===== config.mk =====
export PLATFORM = sky130hd
export DESIGN_NAME = fft_input_buffer
export DESIGN_NICKNAME = d
export VERILOG_FILES = /design/src/rtl/fft_input_buffer.sv
export SDC_FILE = /design/constraint.sdc
export NUM_CORES = 1
export LEC_CHECK = 0
export CAP_MARGIN = 20
export CORE_MARGIN = 3
export CORE_UTILIZATION = 34
export CTS_BUF_LIST = sky130_fd_sc_hd__clkbuf_4 sky130_fd_sc_hd__clkbuf_8 sky130_fd_sc_hd__clkbuf_16
export CTS_CLUSTER_DIAMETER = 80
export DETAILED_ROUTE_END_ITERATION = 16
export PLACE_DENSITY = 0.53
export REMOVE_ABC_BUFFERS = 1
export SLEW_MARGIN = 10
export SYNTH_ARGS = -nofsm -noshare
export SYNTH_HDL_FRONTEND = slang
export SYNTH_SLANG_ARGS = --single-unit

===== constraint.sdc =====
create_clock -name clk -period 7.5 [get_ports clk]
set_clock_uncertainty 0.05 [all_clocks]
set_input_delay 1.5 -clock clk [delete_from_list [all_inputs] [get_ports clk]]
set_output_delay 1.5 -clock clk [all_outputs]
set_load 0.02 [all_outputs]

===== src/rtl/fft_input_buffer.sv =====
// Ping-pong input buffer for a radix-2 FFT: real ADC samples are written bit-reversed
// into the fill bank while the engine reads the other bank in natural order.
module fft_input_buffer #(
   parameter int LOG2N = 6
) (
   input  logic             clk,
   input  logic             rst_n,
   input  logic [7:0]       sample_in,
   input  logic             sample_valid,
   output logic             sample_ready,
   input  logic [LOG2N-1:0] rd_addr,
   output logic [15:0]      rd_data,
   output logic             frame_ready,
   input  logic             frame_done,
   output logic             overflow,
   output logic [7:0]       frame_cnt
);
   localparam int N = 1 << LOG2N;

   typedef enum logic {W_FILL, W_WAIT} wst_t;
   typedef enum logic {R_IDLE, R_BUSY} rst_t;

   wst_t             wst, wst_nxt;
   rst_t             rd_st, rd_nxt;
   logic [LOG2N-1:0] wr_cnt, wr_addr;
   logic             wr_bank, wr_bank_nxt, rd_bank;
   logic             accept, last, swap;
   logic [15:0]      wr_word;
   logic [15:0]      mem [0:1][0:N-1];

   assign sample_ready = (wst == W_FILL);
   assign frame_ready  = (rd_st == R_BUSY);
   assign accept       = sample_valid && sample_ready;
   assign last         = accept && (wr_cnt == LOG2N'(N-1));
   assign wr_word      = {sample_in, 8'h00};

   for (genvar i = 0; i < LOG2N; i++) begin : g_bitrev
      assign wr_addr[i] = wr_cnt[LOG2N-1-i];
   end

   always_comb begin
      wst_nxt = wst;
      rd_nxt  = rd_st;
      swap    = 1'b0;
      case (wst)
         W_FILL: if (last) begin
            if (rd_st == R_IDLE || frame_done) swap = 1'b1;
            else                               wst_nxt = W_WAIT;
         end
         W_WAIT: if (frame_done) begin
            swap    = 1'b1;
            wst_nxt = W_FILL;
         end
         default: wst_nxt = W_FILL;
      endcase
      if (swap)                              rd_nxt = R_BUSY;
      else if (rd_st == R_BUSY && frame_done) rd_nxt = R_IDLE;
   end

   // Reads resolve against the post-swap bank so a swap edge already serves the new frame.
   assign wr_bank_nxt = wr_bank ^ swap;
   assign rd_bank     = ~wr_bank_nxt;

   always_ff @(posedge clk or negedge rst_n) begin
      if (!rst_n) begin
         wst       <= W_FILL;
         rd_st     <= R_IDLE;
         wr_cnt    <= '0;
         wr_bank   <= 1'b0;
         frame_cnt <= 8'd0;
         overflow  <= 1'b0;
         rd_data   <= 16'h0000;
      end else begin
         wst     <= wst_nxt;
         rd_st   <= rd_nxt;
         wr_bank <= wr_bank_nxt;
         if (accept)                        wr_cnt    <= wr_cnt + LOG2N'(1);
         if (swap)                          frame_cnt <= frame_cnt + 8'd1;
         if (sample_valid && !sample_ready) overflow  <= 1'b1;
         // The final sample of a frame lands in the bank that becomes readable at this edge.
         if (accept && wr_bank == rd_bank && wr_addr == rd_addr)
            rd_data <= wr_word;
         else
            rd_data <= mem[rd_bank][rd_addr];
      end
   end

   always_ff @(posedge clk) begin
      if (accept) mem[wr_bank][wr_addr] <= wr_word;
   end

endmodule


* Yosys cells after proc, flatten, opt, wreduce, memory -nomap -nowiden
Memories as Yosys holds them, arrays and structs flattened.
Cells that the tools add are included.
** Cells by class
- $add $sub $neg :: 2
- Eq/ne operators :: 3
- Bitwise gates (word level) :: 6
- $lt $le $gt $ge :: 3
- Multiplexer cells :: 18
- Reductions and logical operators :: 9
** Operator list (count)
- 1024-bit two-way mux :: 1
- 16-bit binary-select mux with 6-bit select :: 1
- 16-bit demux with 6-bit select :: 1
- 16-bit two-way mux :: 4
- 7-bit greater-or-equal comparator (second input constant) :: 2
- 6-bit NOT with 7-bit output :: 2
- 1-bit two-way mux :: 9
- 8-bit by 1-bit adder with 8-bit output (second input constant) :: 1
- 1-bit logical AND :: 7
- 7-bit by 1-bit less-than comparator with 1-bit output (second input constant) :: 1
- 6-bit by 1-bit adder with 6-bit output (second input constant) :: 1
- 6-bit == test :: 1
- 6-bit == test (second input constant) :: 1
- 1-bit case mux with 2 select lines :: 2
- 1-bit NOT :: 3
- 2-bit nonzero test :: 1
- 1-bit == test :: 1
- 1-bit logical OR :: 1
- 1-bit bitwise XOR :: 1
** Word-level totals
- Input bits :: 18
- Output and inout bits :: 27
- Memories kept :: 1
- Bits in writable memories :: 1024
- Register bits after elaboration :: 34
** Memories
- mem :: words 2, width 512, rd ports 1, clocked after memory_dff 0, wr ports 1, RTL line 29 : logic [15:0] mem [0:1][0:N-1];

* Longest topological paths before layout
Gate-level depths: netlist of run 1.
An unclocked memory read counts as a cell.
- Depth after elaboration :: 12
- Gate-level depth with buffers :: 14

* Least setup slack after synthesis of run 1
Ideal clock, no wire load.
- Kind :: input port to flip-flop
- Start :: input port frame_done
- End :: register rd_data[13]
- Setup time :: 0.133 ns
- Setup slack :: 4.027 ns
- Cell stages on the path :: 12
- Data arrival time :: 3.290 ns
- Cell sequence :: o21bai_1 o21a_1 and3_1 buf_6 buf_4 buf_2 nand2_1 a21oi_1 nor4_1 o22ai_1 a211oi_1 a31oi_1
** Between the ends
- Cells in the longest elaborated chain, start to end :: 11
** Ends and longest elaborated chain
- start, declared :: RTL line 14 : input logic frame_done,
- 1-bit logical OR :: RTL line 47 : if (rd_st == R_IDLE || frame_done) swap = 1'b1;
- 1-bit two-way mux :: RTL line 47
- 1-bit two-way mux :: RTL line 46 : W_FILL: if (last) begin
- 1-bit case mux with 2 select lines * :: RTL line 45 : case (wst)
- 1-bit bitwise XOR * :: RTL line 61 : assign wr_bank_nxt = wr_bank ^ swap;
- 1-bit NOT * :: RTL line 62 : assign rd_bank = ~wr_bank_nxt;
- memory 2 x 512 bit
- 16-bit binary-select mux with 6-bit select :: RTL line 84 : rd_data <= mem[rd_bank][rd_addr];
- 16-bit two-way mux (implied by the code) (2 in a row) :: RTL line 84
- 16-bit two-way mux * :: RTL line 81 : if (accept && wr_bank == rd_bank && wr_addr == rd_addr)
- end signal, assigned :: RTL line 82 : rd_data <= wr_word;
- end signal, assigned :: RTL line 84
- end, declared :: RTL line 12 : output logic [15:0] rd_data,
Mark *: on every way between the ends. The rest lies on a longest branch, timed or not. The select of a mux whose other input is x is not followed.
A chain may end at the register's enable or synchronous reset.

* Final worst setup path of run 1
- Start :: input port sample_valid
- End :: register rd_data[10]
** Between the ends
- Cells in the longest elaborated chain, start to end :: 11
** Ends and longest elaborated chain
- start, declared :: RTL line 9 : input logic sample_valid,
- 1-bit logical AND * :: RTL line 33 : assign accept = sample_valid && sample_ready;
- 1-bit logical AND :: RTL line 34 : assign last = accept && (wr_cnt == LOG2N'(N-1));
- 1-bit two-way mux :: RTL line 46
- 1-bit case mux with 2 select lines :: RTL line 45
- 1-bit bitwise XOR :: RTL line 61
- 1-bit NOT :: RTL line 62
- memory 2 x 512 bit
- 16-bit binary-select mux with 6-bit select :: RTL line 84
- 16-bit two-way mux (implied by the code) (2 in a row) :: RTL line 84
- 16-bit two-way mux * :: RTL line 81
Marked as above.

==> flow_metrics.env, run 1 <==
export IMPL_crit_path_end_kind="flop"
export IMPL_track_usage_pct=17.7
export IMPL_wl_per_cell_um=25.1
export IMPL_routed_wl_mm=113
export IMPL_syn_inst=2767
export IMPL_crit_type="in -> reg"
export IMPL_clkPwrFrac_pct=42.7
export IMPL_relSlewSlack_pct=21.0
export IMPL_combPwrFrac_pct=6.7
export IMPL_p_leak_nw=17.0
export IMPL_ios=45
export IMPL_synth_ff_type="edfxtp_1"
export IMPL_cp_depth=11
export IMPL_ant_nets=0
export IMPL_die_h_um=355
export IMPL_die_area_um2=126000
export IMPL_max_freq_mhz=179
export IMPL_clk_latency_ps=680
export IMPL_cts_tree="built"
export IMPL_r2r_end="rd_data[10]"
export IMPL_cts_buffers=109
export IMPL_cts_setup_buffers=0
export IMPL_regToRegSetupSlack_ps=2560
export IMPL_final_nets=2817
export IMPL_cts_sinks=1050
export IMPL_hold_buffers=0
export IMPL_fin_crit_ps=5590
export IMPL_power_share_sequential_pct=50.5
export IMPL_crit_fanout=41
export IMPL_crit_path_end="rd_data[10]"
export IMPL_grt_pass1_wl_mm=164
export IMPL_setup_violations=0
export IMPL_antenna_found_initial=3
export IMPL_most_common_layout_cells="edfxtp_1, nand2_1, mux2i_1"
export IMPL_die_w_um=355
export IMPL_firstDrtPassIters=6
export IMPL_switching_share_pct=22.7
export IMPL_synth_enable_flop_cells=1024
export IMPL_cts_root_buffer="clkbuf_16"
export IMPL_drt_first_iter_violations=2479
export IMPL_layout_commonest_cell="edfxtp_1"
export IMPL_num_fill_cells=11000
export IMPL_start_util_pct=34.4
export IMPL_area_growth_pct=13.8
export IMPL_p_int_mw=10.1
export IMPL_drv_cap=0
export IMPL_p_per_area_nw_per_um2=278
export IMPL_cp_slowest_cell="a211oi_1"
export IMPL_cts_path_max_buffers=3
export IMPL_power_switching_mw=2.98
export IMPL_crit_buf_inv=2
export IMPL_vdd_drop_max_uv=180
export IMPL_cp_start_kind="input port"
export IMPL_ys_warn_count=0
export IMPL_cp_cell_sequence="clkdlybuf4s50_1 -> nand4b_1 -> o211ai_1 -> and3_4 -> buf_4 -> mux2i_1 -> o22ai_1 -> o21ai_0 -> nand4_1 -> a211oi_1 -> a31oi_1"
export IMPL_async_flop_share_pct=2.48
export IMPL_synth_avg_cell_area_um2=14.9
export IMPL_period_share_pct=74.5
export IMPL_rsz0062_at_grt="no"
export IMPL_grt_overflow_total=0
export IMPL_h_tree_depth=3
export IMPL_status="completed"
export IMPL_vias=23700
export IMPL_grt_max_degree=151
export IMPL_slew_violations=0
export IMPL_synth_seq_cells=1050
export IMPL_detailed_place_hpwl_mm=67.3
export IMPL_critical_path_arrival_ps=6040
export IMPL_worstMarginPinSlew_ps=1180
export IMPL_ys_types=45
export IMPL_required_ps=7950
export IMPL_hold_viol=0
export IMPL_vias_per_cell=5.26
export IMPL_antenna_cells=0
export IMPL_seqCellArea_um2=31400
export IMPL_slowest_delay_ps=860
export IMPL_gp_congestion=0.814
export IMPL_port_buffer_count=36
export IMPL_worstSetupStartpoint="sample_valid"
export IMPL_cts_resized=0
export IMPL_crit_family="compound AO/OA/AOI/OAI gates"
export IMPL_grt_pass1_vias=23700
export IMPL_synth_seq_area_share_pct=75.9
export IMPL_dpl_cell_count=4293
export IMPL_multiInputGateArea_um2=9110
export IMPL_route_detailed_drc=0
export IMPL_core_um2=120000
export IMPL_ff2ff_path_depth=11
export IMPL_instances_no_fill=4499
export IMPL_syn_cell_area_um2=41400
export IMPL_r2r_start="wr_cnt[0]"
export IMPL_utilization_pct=39.1
export IMPL_path_clk_slew_ps=60
export IMPL_row_count=127
export IMPL_drive_gt1_share_pct=8.56
export IMPL_worstHoldPathType="reg -> reg"
-- final cells by class --
type	count	share of cell area (%)
Timing Repair Buffer	75	1.53
Clock inverter	64	1.58
Clock buffer	142	6.44
Tap cell	1612	4.29
Sequential cell	1050	66.7
Inverter	8	0.0745
Multi-Input combinational cell	1548	19.4
-- layer usage --
metal | GRT usage, % | routed length [um]
met1 | 24.1 | 48000
met2 | 29.2 | 54600
met3 | 2.78 | 7390
met4 | 5.10 | 2850
met5 | 0 | 0
-- cell families after synthesis --
family	after synthesis	synth area share [%]
buffers and inverters	176	2.19
and+or+nand+nor	763	7.86
xor gates and xnor gates	17	0.360
other	1	0.00907
muxes	304	7.37
adders and majority gates	7	0.212
DFF	1050	75.9
AOI/OAI and AO/OA	449	6.07
-- worst reg2reg max path: cells and delay by family, from the launching register on --
kind / cells / cell delay (ps)
AO/OA/AOI/OAI: 5 / 1850
adder cells (fa/ha/maj): 1 / 270
buffers and inverters: 1 / 670
flip-flops: 1 / 480
multiplexers: 1 / 290
AND/OR/NAND/NOR: 3 / 1150
-- metrics by stage --
| stage | TNS [ps] | instance area [um2] | hold WS [ps] | total power, mW | setup slack [ps] |
|---|---|---|---|---|---|
| 2_1_floorplan | -137520 | 40500 | 495 | 7.30 | -15520 |
| 3_3_place_gp | 0 | 43300 | 416 | 7.61 | 1130 |
| 3_5_place_dp | 0 | 43300 | 427 | 7.62 | 1250 |
| 4_1_cts | 0 | 47100 | 462 | 13.2 | 1950 |
| 5_1_grt | 0 | 47100 | 486 | 13.5 | 1770 |
| 6_report | 0 | 47100 | 452 | 13.1 | 1910 |
-- Yosys cell counts, drive strengths merged (8+ instances only) --
cell type,number,area share [%]
nand2,444,4.0
o22ai,145,2.2
dfrtp,26,1.6
nand3,20,0.24
inv,8,0.079
nor3,14,0.17
o21ai,62,0.75
nor2,153,1.4
nand4,9,0.14
clkbuf,79,0.72
edfxtp,1024,74
mux2i,300,7.3
a21oi,210,2.5
xnor2,10,0.21
buf,89,1.4
nor4,98,1.5
-- worst min path at each step --
| stage | to | depth (start not counted) | slack [ps] | from |
|---|---|---|---|---|
| 3_5_place_dp | frame_cnt[7] | 1 | 430 | frame_cnt[7] |
| 2_1_floorplan | wr_cnt[4] | 1 | 490 | wr_cnt[4] |
| 5_1_grt | frame_cnt[7] | 1 | 490 | frame_cnt[7] |
| 6_report | frame_cnt[7] | 1 | 450 | frame_cnt[7] |
| 3_3_place_gp | frame_cnt[7] | 1 | 420 | frame_cnt[7] |
| 4_1_cts | frame_cnt[7] | 1 | 460 | frame_cnt[7] |
-- power by group through the flow --
stage	Sequential, mW	Clock (mW)	Combinational [mW]
2_1_floorplan	6.72	0	0.580
4_1_cts	6.61	5.68	0.888
3_3_place_gp	6.73	0	0.871
3_5_place_dp	6.74	0	0.884
6_report	6.62	5.60	0.884
5_1_grt	6.62	5.92	0.942
-- state kept, by name, indices dropped and copies added, names as in the netlist --
register and count:
wr_cnt 6, frame_cnt 8, mem 1024, wst 1, rd_data 8, frame_ready 1, wr_bank 1, overflow 1
Note: power is estimated with default switching activity, not from simulation.
==> inputs of run 2 (changes only) <==
clock period = 5.35 ns   (was 7.5 ns; I/O delays follow)
==> run 2 against run 1 <==
  * Highest routed layer is now met5
  * Critical path type unchanged
  * Sequential power rose by 40%
  * First-iteration DRC count fell by 10%
  * Critical path depth rose by 2
  * Combinational power rose by 47%
  * Setup slack got worse by 760 ps
  * Utilization rose by 0.36 points
  * Wire length rose by 0.34%
  * Global-route usage rose by 0.093 points
  * Count of clock-buffer cells in the layout fell by 1
  * Cell area rose by 0.93%
  * Via count rose by 1.2%
==> flow_metrics.env, run 2 (same netlist as run 1, synthesis figures left out) <==
export IMPL_status="completed"
export IMPL_stdcell_area_um2=47500
export IMPL_dpl_cell_count=4360
export IMPL_switching_share_pct=23.2
export IMPL_tns_ps=0
export IMPL_cts_root_buffer="clkbuf_16"
export IMPL_drv_cap=0
export IMPL_combPwrFrac_pct=7.2
export IMPL_cp_start_kind="input port"
export IMPL_hold_viol=0
export IMPL_die_h_um=355
export IMPL_ant_nets=0
export IMPL_cts_sinks=1050
export IMPL_reg_largest_list="mem (1024), frame_cnt (8), rd_data (8)"
export IMPL_cp_slowest_cell="clkdlybuf4s50_1"
export IMPL_holdWs_ps=385
export IMPL_period_share_pct=78.5
export IMPL_antenna_found_initial=6
export IMPL_rsz0062_at_grt="no"
export IMPL_layout_setup_ws_ps=1150
export IMPL_setup_violations=0
export IMPL_cts_path_max_buffers=3
export IMPL_worstHoldPathType="in -> async"
export IMPL_regMostFlops="mem"
export IMPL_hold_buffers=0
export IMPL_vias=24000
export IMPL_route_detailed_drc=0
export IMPL_grt_pass1_vias=23900
export IMPL_cts_resized=0
export IMPL_path_clk_slew_ps=60
export IMPL_largest_reg_flops=1024
export IMPL_track_usage_pct=17.7
export IMPL_power_switching_mw=4.17
export IMPL_cts_setup_buffers=0
export IMPL_die_area_um2=126000
export IMPL_h_tree_depth=3
export IMPL_worstMarginPinSlew_ps=1180
export IMPL_core_um2=120000
export IMPL_max_freq_mhz=238
export IMPL_crit_type="in -> reg"
export IMPL_drt_first_iter_violations=2225
export IMPL_crit_path_end_kind="flop"
export IMPL_slowest_delay_ps=610
export IMPL_cts_tree="built"
export IMPL_gp_congestion=0.859
export IMPL_crit_fanout=75
export IMPL_clk_latency_ps=680
export IMPL_power_share_sequential_pct=51.5
export IMPL_instances_no_fill=4563
export IMPL_total_power_mw=18.0
export IMPL_slew_violations=0
export IMPL_firstDrtPassIters=5
export IMPL_port_buffer_count=36
export IMPL_dp_worst_setup_slack_ps=480
export IMPL_relSlewSlack_pct=21.5
export IMPL_layout_commonest_cell="edfxtp_1"
export IMPL_vias_per_cell=5.25
export IMPL_p_per_area_nw_per_um2=379
export IMPL_area_growth_pct=14.8
export IMPL_required_ps=5840
export IMPL_routed_wl_mm=113
export IMPL_grt_pass1_wl_mm=166
export IMPL_ios=45
export IMPL_fin_crit_ps=4200
export IMPL_grt_overflow_total=0
export IMPL_cp_cell_sequence="clkdlybuf4s50_1 -> o21bai_1 -> o21a_1 -> and3_4 -> buf_12 -> buf_12 -> mux2i_1 -> o22ai_1 -> nor4_1 -> buf_4 -> nor4_1 -> a22oi_1 -> a21oi_1"
export IMPL_wl_per_cell_um=24.8
export IMPL_die_w_um=355
export IMPL_most_common_layout_cells="edfxtp_1, nand2_1, mux2i_1"
export IMPL_place_area_um2=43900
export IMPL_start_util_pct=34.4
export IMPL_cts_buffers=107
export IMPL_detailed_place_hpwl_mm=70.1
export IMPL_utilization_pct=39.5
export IMPL_p_int_mw=13.8
export IMPL_grt_max_degree=82
export IMPL_p_leak_nw=17.3
export IMPL_final_nets=2883
export IMPL_clkPwrFrac_pct=41.3
export IMPL_vdd_drop_max_uv=232
export IMPL_critical_path_arrival_ps=4690
export IMPL_drive_gt1_share_pct=10.4
export IMPL_row_count=127
run 2: layout make-up:
type                    instances  area [um2]
clock inverters                58         503
inverters                       8        35.0
clock buffers                 141        3040
well taps                    1612        2020
fillers                     11000       72800
diodes                          3        7.51
repair buffers                143        1380
multi-input cells            1548        9110
flip-flops and latches       1050       31400
run 2: power by group through the flow:
stage	logic (mW)	clock network [mW]	registers [mW]
finish	1.30	7.44	9.27
floorplan	0.813	0	9.42
global placement	1.28	0	9.44
detailed placement	1.30	0	9.44
CTS	1.30	7.56	9.27
global route	1.38	7.90	9.28
run 2: layer usage:
metal	track usage, %	up-vias	wire length, um
met5	0	-	8
met2	28.0	822	52300
li1	-	10700	-
met3	2.91	184	7290
met4	6.04	2	3600
met1	25.0	12200	50000
run 2: path summary, 6_finish.rpt:
| check | from | to | slack (ps) | cells after the start |
|---|---|---|---|---|
| worst max-delay path | frame_done | rd_data[11] | 1150 | 13 |
| worst min-delay path | rst_n | frame_cnt[7] | 380 | 1 |
| worst max register to register | wr_cnt[1] | rd_data[11] | 1370 | 13 |
| worst min register to register | frame_cnt[7] | frame_cnt[7] | 430 | 1 |
| max in group asynchronous | rst_n | wr_cnt[2] | 4380 | 1 |
| min in group clk | frame_cnt[7] | frame_cnt[7] | 430 | 1 |
run 2: worst max-delay path: cells and delay by family:
family	cells	cell delay [ps]
AO/OA/AOI/OAI	5	1020
buffers and inverters	4	1610
AND/OR/NAND/NOR	3	590
multiplexers	1	280
